==> config.mk <==
export PLATFORM = sky130hd
export DESIGN_NAME = frame_assembler
export DESIGN_NICKNAME = d
export VERILOG_FILES = /design/src/rtl/frame_assembler.sv
export SDC_FILE = /design/constraint.sdc
export NUM_CORES = 1
export LEC_CHECK = 0
export ABC_AREA = 1
export CORE_ASPECT_RATIO = 0.9
export CORE_UTILIZATION = 25
export CTS_CLUSTER_SIZE = 12
export DETAILED_ROUTE_END_ITERATION = 8
export PLACE_DENSITY = 0.56
export SLEW_MARGIN = 20
export SYNTH_ARGS = -nofsm -noshare
export SYNTH_HDL_FRONTEND = slang
export SYNTH_SLANG_ARGS = --single-unit
==> constraint.sdc <==
create_clock -name in_clk -period 7.4 [get_ports in_clk]
set_clock_uncertainty 0.15 [all_clocks]
set_input_delay 1.85 -clock in_clk [delete_from_list [all_inputs] [get_ports in_clk]]
set_output_delay 1.85 -clock in_clk [all_outputs]
set_load 0.02 [all_outputs]
==> src/rtl/frame_assembler.sv <==
// Collects audio samples into a frame and pairs each sample with the message
// bit to embed in its LSB, or its own LSB once the message has run out.
module frame_assembler #(
    parameter int BPS        = 16,
    parameter int FRAME_SIZE = 8
) (
    input  logic                      in_clk,
    input  logic                      in_rst,
    input  logic [BPS-1:0]            in_sample,
    input  logic                      in_sample_valid,
    output logic                      out_sample_ready,
    input  logic [7:0]                in_msg_byte,
    input  logic                      in_msg_valid,
    input  logic                      in_msg_last,
    output logic                      out_msg_ready,
    output logic [FRAME_SIZE*BPS-1:0] out_frame,
    output logic [FRAME_SIZE-1:0]     out_message,
    output logic                      out_enable,
    output logic                      out_valid,
    input  logic                      in_ready
);

    localparam int SLOT_W = (FRAME_SIZE > 1) ? $clog2(FRAME_SIZE) : 1;

    typedef enum logic {
        FILL,
        HOLD
    } state_t;

    state_t            state;
    state_t            state_next;
    logic [SLOT_W-1:0] slot;
    logic [7:0]        msg_buf;
    logic [3:0]        bit_cnt;
    logic              last_flag;
    logic              done;
    logic              sample_fire;
    logic              byte_fire;
    logic              frame_fire;
    logic              last_slot;
    logic [2:0]        bit_idx;
    logic              embed_bit;

    // A byte can only load once every buffered bit is consumed, so loading
    // and consuming never collide in the same cycle.
    assign out_msg_ready    = (bit_cnt == 4'd0) && !done;
    assign out_sample_ready = (state == FILL) && ((bit_cnt != 4'd0) || done);
    assign out_valid        = (state == HOLD);

    assign sample_fire = in_sample_valid && out_sample_ready;
    assign byte_fire   = in_msg_valid && out_msg_ready;
    assign frame_fire  = out_valid && in_ready;
    assign last_slot   = (slot == SLOT_W'(FRAME_SIZE - 1));

    assign bit_idx   = 3'(bit_cnt - 4'd1);
    assign embed_bit = (bit_cnt != 4'd0) ? msg_buf[bit_idx] : in_sample[0];

    always_comb begin
        state_next = state;
        case (state)
            FILL:    if (sample_fire && last_slot) state_next = HOLD;
            HOLD:    if (frame_fire) state_next = FILL;
            default: state_next = FILL;
        endcase
    end

    always_ff @(posedge in_clk or posedge in_rst) begin
        if (in_rst) begin
            state <= FILL;
        end else begin
            state <= state_next;
        end
    end

    always_ff @(posedge in_clk or posedge in_rst) begin
        if (in_rst) begin
            slot        <= '0;
            out_frame   <= '0;
            out_message <= '0;
            out_enable  <= 1'b0;
        end else begin
            if (sample_fire) begin
                slot                       <= last_slot ? '0 : slot + 1'b1;
                out_frame[slot*BPS +: BPS] <= in_sample;
                out_message[slot]          <= embed_bit;
                if (bit_cnt != 4'd0) out_enable <= 1'b1;
            end else if (frame_fire) begin
                out_enable <= 1'b0;
            end
        end
    end

    // Bits leave the buffer MSB first; done latches forever once the last
    // byte's final bit has gone out.
    always_ff @(posedge in_clk or posedge in_rst) begin
        if (in_rst) begin
            msg_buf   <= 8'd0;
            bit_cnt   <= 4'd0;
            last_flag <= 1'b0;
            done      <= 1'b0;
        end else if (byte_fire) begin
            msg_buf   <= in_msg_byte;
            bit_cnt   <= 4'd8;
            last_flag <= in_msg_last;
        end else if (sample_fire && (bit_cnt != 4'd0)) begin
            bit_cnt <= bit_cnt - 4'd1;
            if ((bit_cnt == 4'd1) && last_flag) begin
                done      <= 1'b1;
                last_flag <= 1'b0;
            end
        end
    end

endmodule

; After elaboration in Yosys (flattened, before gate mapping)
; Index checks and enable logic that the tools add are counted.
[classes]
n_addsub = 3
magnitude_cmp = 3
eq_ne = 3
shift = 2
n_mux = 19
bitwise = 2
n_reduce_logical = 19
[op_table]
columns = operator, n
row1 = 128-bit bitwise mux, 1
row2 = "16-bit by 34-bit variable shift with 128-bit output, first input constant", 1
row3 = 16-bit by 34-bit indexed part select with 128-bit output, 1
row4 = 7-bit negator with 34-bit output, 1
row5 = 1-bit two-way mux, 11
row6 = 1-bit logical AND, 9
row7 = 8-bit bitwise mux, 1
row8 = "3-bit by 4-bit less-than comparator with 1-bit output, second input constant", 2
row9 = 4-bit two-way mux, 2
row10 = 2-bit nonzero test, 3
row11 = "4-bit by 1-bit equality test with 1-bit output, second input constant", 1
row12 = 4-bit logical NOT, 1
row13 = 2-bit AND reduction, 2
row14 = 4-bit nonzero test, 1
row15 = "4-bit by 1-bit subtractor with 4-bit output, second input constant", 1
row16 = "3-bit by 1-bit adder with 3-bit output, second input constant", 1
row17 = 1-bit binary-select mux with 3-bit select, 1
row18 = 1-bit demux with 3-bit select, 1
row19 = "3-bit equality test, second input constant", 1
row20 = "3-bit by 1-bit >= comparator with 1-bit output, second input constant", 1
row21 = 3-bit two-way mux, 1
row22 = 3-bit AND reduction, 1
row23 = "2-bit by 1-bit != test with 1-bit output, second input constant", 1
row24 = 1-bit NOT, 2
row25 = 3 further kinds, 3
[word_totals]
register_bits = 155
input_bits = 30
output_inout_bits = 140
wordCells = 60

; Depth between registers and ports, before layout
[logic_depth]
word_depth = 7
mapped_depth = 12
mapped_depth_nobuf = 10

; Worst setup path after synthesis
; No wires, ideal clock.
[synth_path]
path_kind = reg-to-output
startpoint = register bit_cnt[0]
endpoint = output out_sample_ready
arrival_ps = 1208
required_ps = 5400
setup_slack_ps = 4192
path_stages_with_launch = 8
path_cell_list = dfrtp_1 -> clkinv_1 -> ha_1 -> inv_1 -> nor2_2 -> nand2_4 -> nand2_1 -> inv_1
[synth_between]
elab_chain_len = 3
[synth_lines]
columns = item, line_no
row1 = from (decl), 34  ; logic [3:0] bit_cnt;
row2 = from (signal assigned), 106  ; bit_cnt <= bit_cnt - 4'd1;
row3 = 4-bit nonzero test, 47  ; assign out_sample_ready = (state == FILL) && ((bit_cnt != 4'd0) || done);
row4 = 1-bit logical OR, 47
row5 = 1-bit logical AND, 47
row6 = to (decl), 11  ; output logic out_sample_ready,
; Every way passes these cells.

; Worst setup path in the final report
; Ends and elaborated chain as after synthesis.

==> run metrics <==
outcome complete, no violations; Worst Path Buf+Inv 4; Final Hold Vio Count 0; Crit Reg-Reg Endpoint out_frame[127]$_DFFE_PP0P_; area share of and/or/nand/nor cells after synthesis 27.5%; RSZ-0062 raised after global routing no; switching pwr between 1500 and 2000 µW; flop-to-flop setup slack 4.15 ns; max cap viols 0; top cells by area, synth dfrtp_1 57%, nand2_1 20%, o21ai_0 5.0%, o21ai_1 2.6%, nand3_1 2.5%; Clock Tree Buf Depth 2; die area 0.0278 mm²; die span in x between 150 and 200 µm; grt total ovfl 0; distinct cell type count after synthesis 29; Mapped Nets 844; Most common cell on crit path inv_1; post-CTS sizing 0; Leakage Power 0.00458 µW; critical path required time about 5.4 ns; FMAX roughly 230 MHz; combinational share of power between 40% and 50%; Compound-Gate Fraction of Synth Area ~8%; CTS tree yes; Via density 4.35; fin crit share 58.1%; critical-path maximum fanout 9; Gate Count Post-Synth 806; vias in the first global route 5499; final-stage net count 1000; total CTS buffers 17; placed inst area slightly below 0.009 mm²; worst min path class reg -> reg; die height 158 µm; EDFF count, synth 0; Final setup viols 0; CP startpoint bit_cnt[0]$_DFFE_PP0P_; slowest stage delay, CP ~0.6 ns; final WL 21.1 mm; Worst EP arrival roughly 2.3 ns; Starting Density 25.7%; clock power share 20.4%; Post-Synth Adder-Cell Area 1.48%; # diodes 0; initial antenna violation count 0; Power Dens Cells about 450 mW/mm²; Internal Pwr Total 2380 µW; Post-synth top flop dfrtp_1; slew at the pin closest to its max-slew limit around 0.97 ns; Synth area leader dfrtp_1; Post-Syn Area per Cell 8.41 µm²; synth warn 0; mux cell area share after synthesis 0%; post-DP HPWL 14.9 mm; worst skew pair latency 0.42 ns; Post-CTS Setup Repair Bufs 0; GRT Total Usage 15.7%; largest family of logic cells by synthesized area simple AND/OR/NAND/NOR gates; Worst Hold Depth 2; Synth top area share 57.2%; TritonRoute pass-1 iters 5; Flop pwr share 32.5%; max_slew headroom 35.0%; xor/xnor share of the synthesized area 0.388%; global-route wire length before repair 33.0 mm; Non-Filler Cell Area, Final roughly 0.0093 mm²; R2R cell count 9; H-tree depth 4; DR vias 5760; DRC Markers 0; slowest CP cell clkdlybuf4s50_1; Hold Crit Endpoint out_frame[9]$_DFFE_PP0P_; hold path startpoint out_frame[9]$_DFFE_PP0P_; maximum number of pins on one net before global-route repair 93; crit-path cells clkinv_1 -> ha_1 -> inv_1 -> nor2_2 -> nand2_4 -> nand2_1 -> inv_1 -> clkdlybuf4s50_1; Seq/Total Area, Yosys between 50 and 60%; filler instances 2751; Max VDD drop roughly 0.16 mV; routability congestion estimate 0.752; Site Rows 56; fraction of registers with async set/reset 100%; Sw Ratio approximately 43%; antenna viol nets, final 0; Area Overhead vs Synth 37.3%; Crit Path Class reg -> out; max-slew violation count 0; DRT iter0 DRCs slightly below 400; layout cell share with drive strength beyond 1 slightly below 6%; r2r startpoint slot[0]$_DFFE_PP0P_; TNS Setup 0 ns; Seq cells post-synth between 150 and 200; hold_buf cts 0; # IOs 170; routed len/inst 15.9 µm; port bufs 169; cell family with most CP delay buffers and inverters; crit end category output pin; Final min period around 4.3 ns; clk sink count around 160; CTS clk-pin slew, worst paths 0.06 ns; clock root cell clkbuf_16; Netlist Area Pre-Place around 0.0068 mm²; type of origin of the critical path flip-flop; Core Area 0.0263 mm²
[worst max path at each step]
stage | to | slack, ns | cells past startpoint
after CTS | out_sample_ready | 3.07 | 8
final | out_sample_ready | 3.10 | 8
after floorplan | bit_cnt[0]$_DFFE_PP0P_ | 1.22 | 1
after detailed placement | out_frame[4]$_DFFE_PP0P_ | 3.14 | 6
after global placement | out_frame[7]$_DFFE_PP0P_ | 3.15 | 6
after global routing | out_sample_ready | 2.95 | 8
[power by group through the flow]
stage / registers, µW / logic [µW] / clock network (µW)
finish: 1360 / 1960 / 851
global route: 1400 / 2150 / 911
CTS: 1360 / 1990 / 876
detailed placement: 1370 / 1990 / 0
global placement: 1380 / 1960 / 0
floorplan: 1680 / 751 / 0
[cell type report]
| class | instances | area (µm²) | share of cell area (%) |
|---|---|---|---|
| sequential | 155 | 3880 | 41.7 |
| multi-input combinational | 572 | 2540 | 27.3 |
| timing repair buffer | 172 | 1710 | 18.4 |
| tap | 348 | 435 | 4.68 |
| clock buffer | 18 | 429 | 4.61 |
| inverter | 44 | 173 | 1.86 |
| clock inverter | 14 | 138 | 1.48 |
[layout by cell type (no fill, tap or decap), types with 2 or more instances in the layout]
cell type / n
o21ai_1: 35
nor2_4: 6
nand3_1: 34
nand2_1: 370
nor3_1: 4
inv_8: 2
a21oi_1: 2
ha_1: 8
dfrtp_1: 155
clkbuf_16: 17
nand2_2: 3
nor3_2: 2
buf_4: 3
clkinv_2: 2
nor3_4: 2
nor2_1: 29
inv_2: 4
clkinvlp_4: 3
inv_6: 4
clkdlybuf4s50_1: 169
inv_1: 36
clkinv_4: 3
xor2_1: 2
o21ai_0: 68
clkinv_1: 2
[metal layers]
layer / track usage (%) / share of wire, %
met1: 22.0 / 49
met2: 22.8 / 43
met3: 5.67 / 7.2
met4: 3.56 / 1.2
met5: 0 / 0
[flip-flops by register name, summed over array words and instances (netlist names)]
| register | cells |
|---|---|
| done | 1 |
| slot | 3 |
| last_flag | 1 |
| msg_buf | 8 |
| out_frame | 128 |
| bit_cnt | 4 |
| out_message | 8 |
| out_valid | 1 |
| out_enable | 1 |
[cells in the mapped netlist (2+ instances only)]
library cell / count
buf_2: 11
clkbuf_1: 11
nand3_1: 34
nor3_1: 5
a21oi_1: 2
inv_1: 37
ha_1: 8
buf_6: 3
buf_4: 10
inv_2: 4
clkinv_1: 2
xor2_1: 2
o21ai_1: 35
nor2_1: 29
nand2_2: 3
o21ai_0: 68
nor3_2: 2
nor2_4: 6
dfrtp_1: 155
nand2_1: 370
[stage by stage]
| step | utilization (%) | instances | hold WS [ns] | total power, µW | setup slack (ns) |
|---|---|---|---|---|---|
| 4_1_cts | 35.3 | 1323 | 0.324 | 4230 | 3.07 |
| 3_3_place_gp | 33.1 | 1291 | 0.306 | 3330 | 3.15 |
| 5_1_grt | 35.3 | 1323 | 0.344 | 4460 | 2.95 |
| 6_report | 35.3 | 1323 | 0.326 | 4170 | 3.10 |
| 2_1_floorplan | - | 806 | 0.309 | 2440 | 1.22 |
| 3_5_place_dp | 33.2 | 1291 | 0.307 | 3360 | 3.14 |
[kinds of logic (layout without fill, tap and decap cells)]
kind of cell	Yosys count	in the layout
flops	155	155
fa+ha+maj	8	8
simple gates	455	455
compound gates	106	106
xor+xnor	3	3
buf+inv	79	248
[tightest hold or removal path: stages (launching register included)]
cell and delay, ns:
dfrtp_1 0.34, nand2_1 0.06, nand2_1 0.05
(Power assumes the default switching activity.)
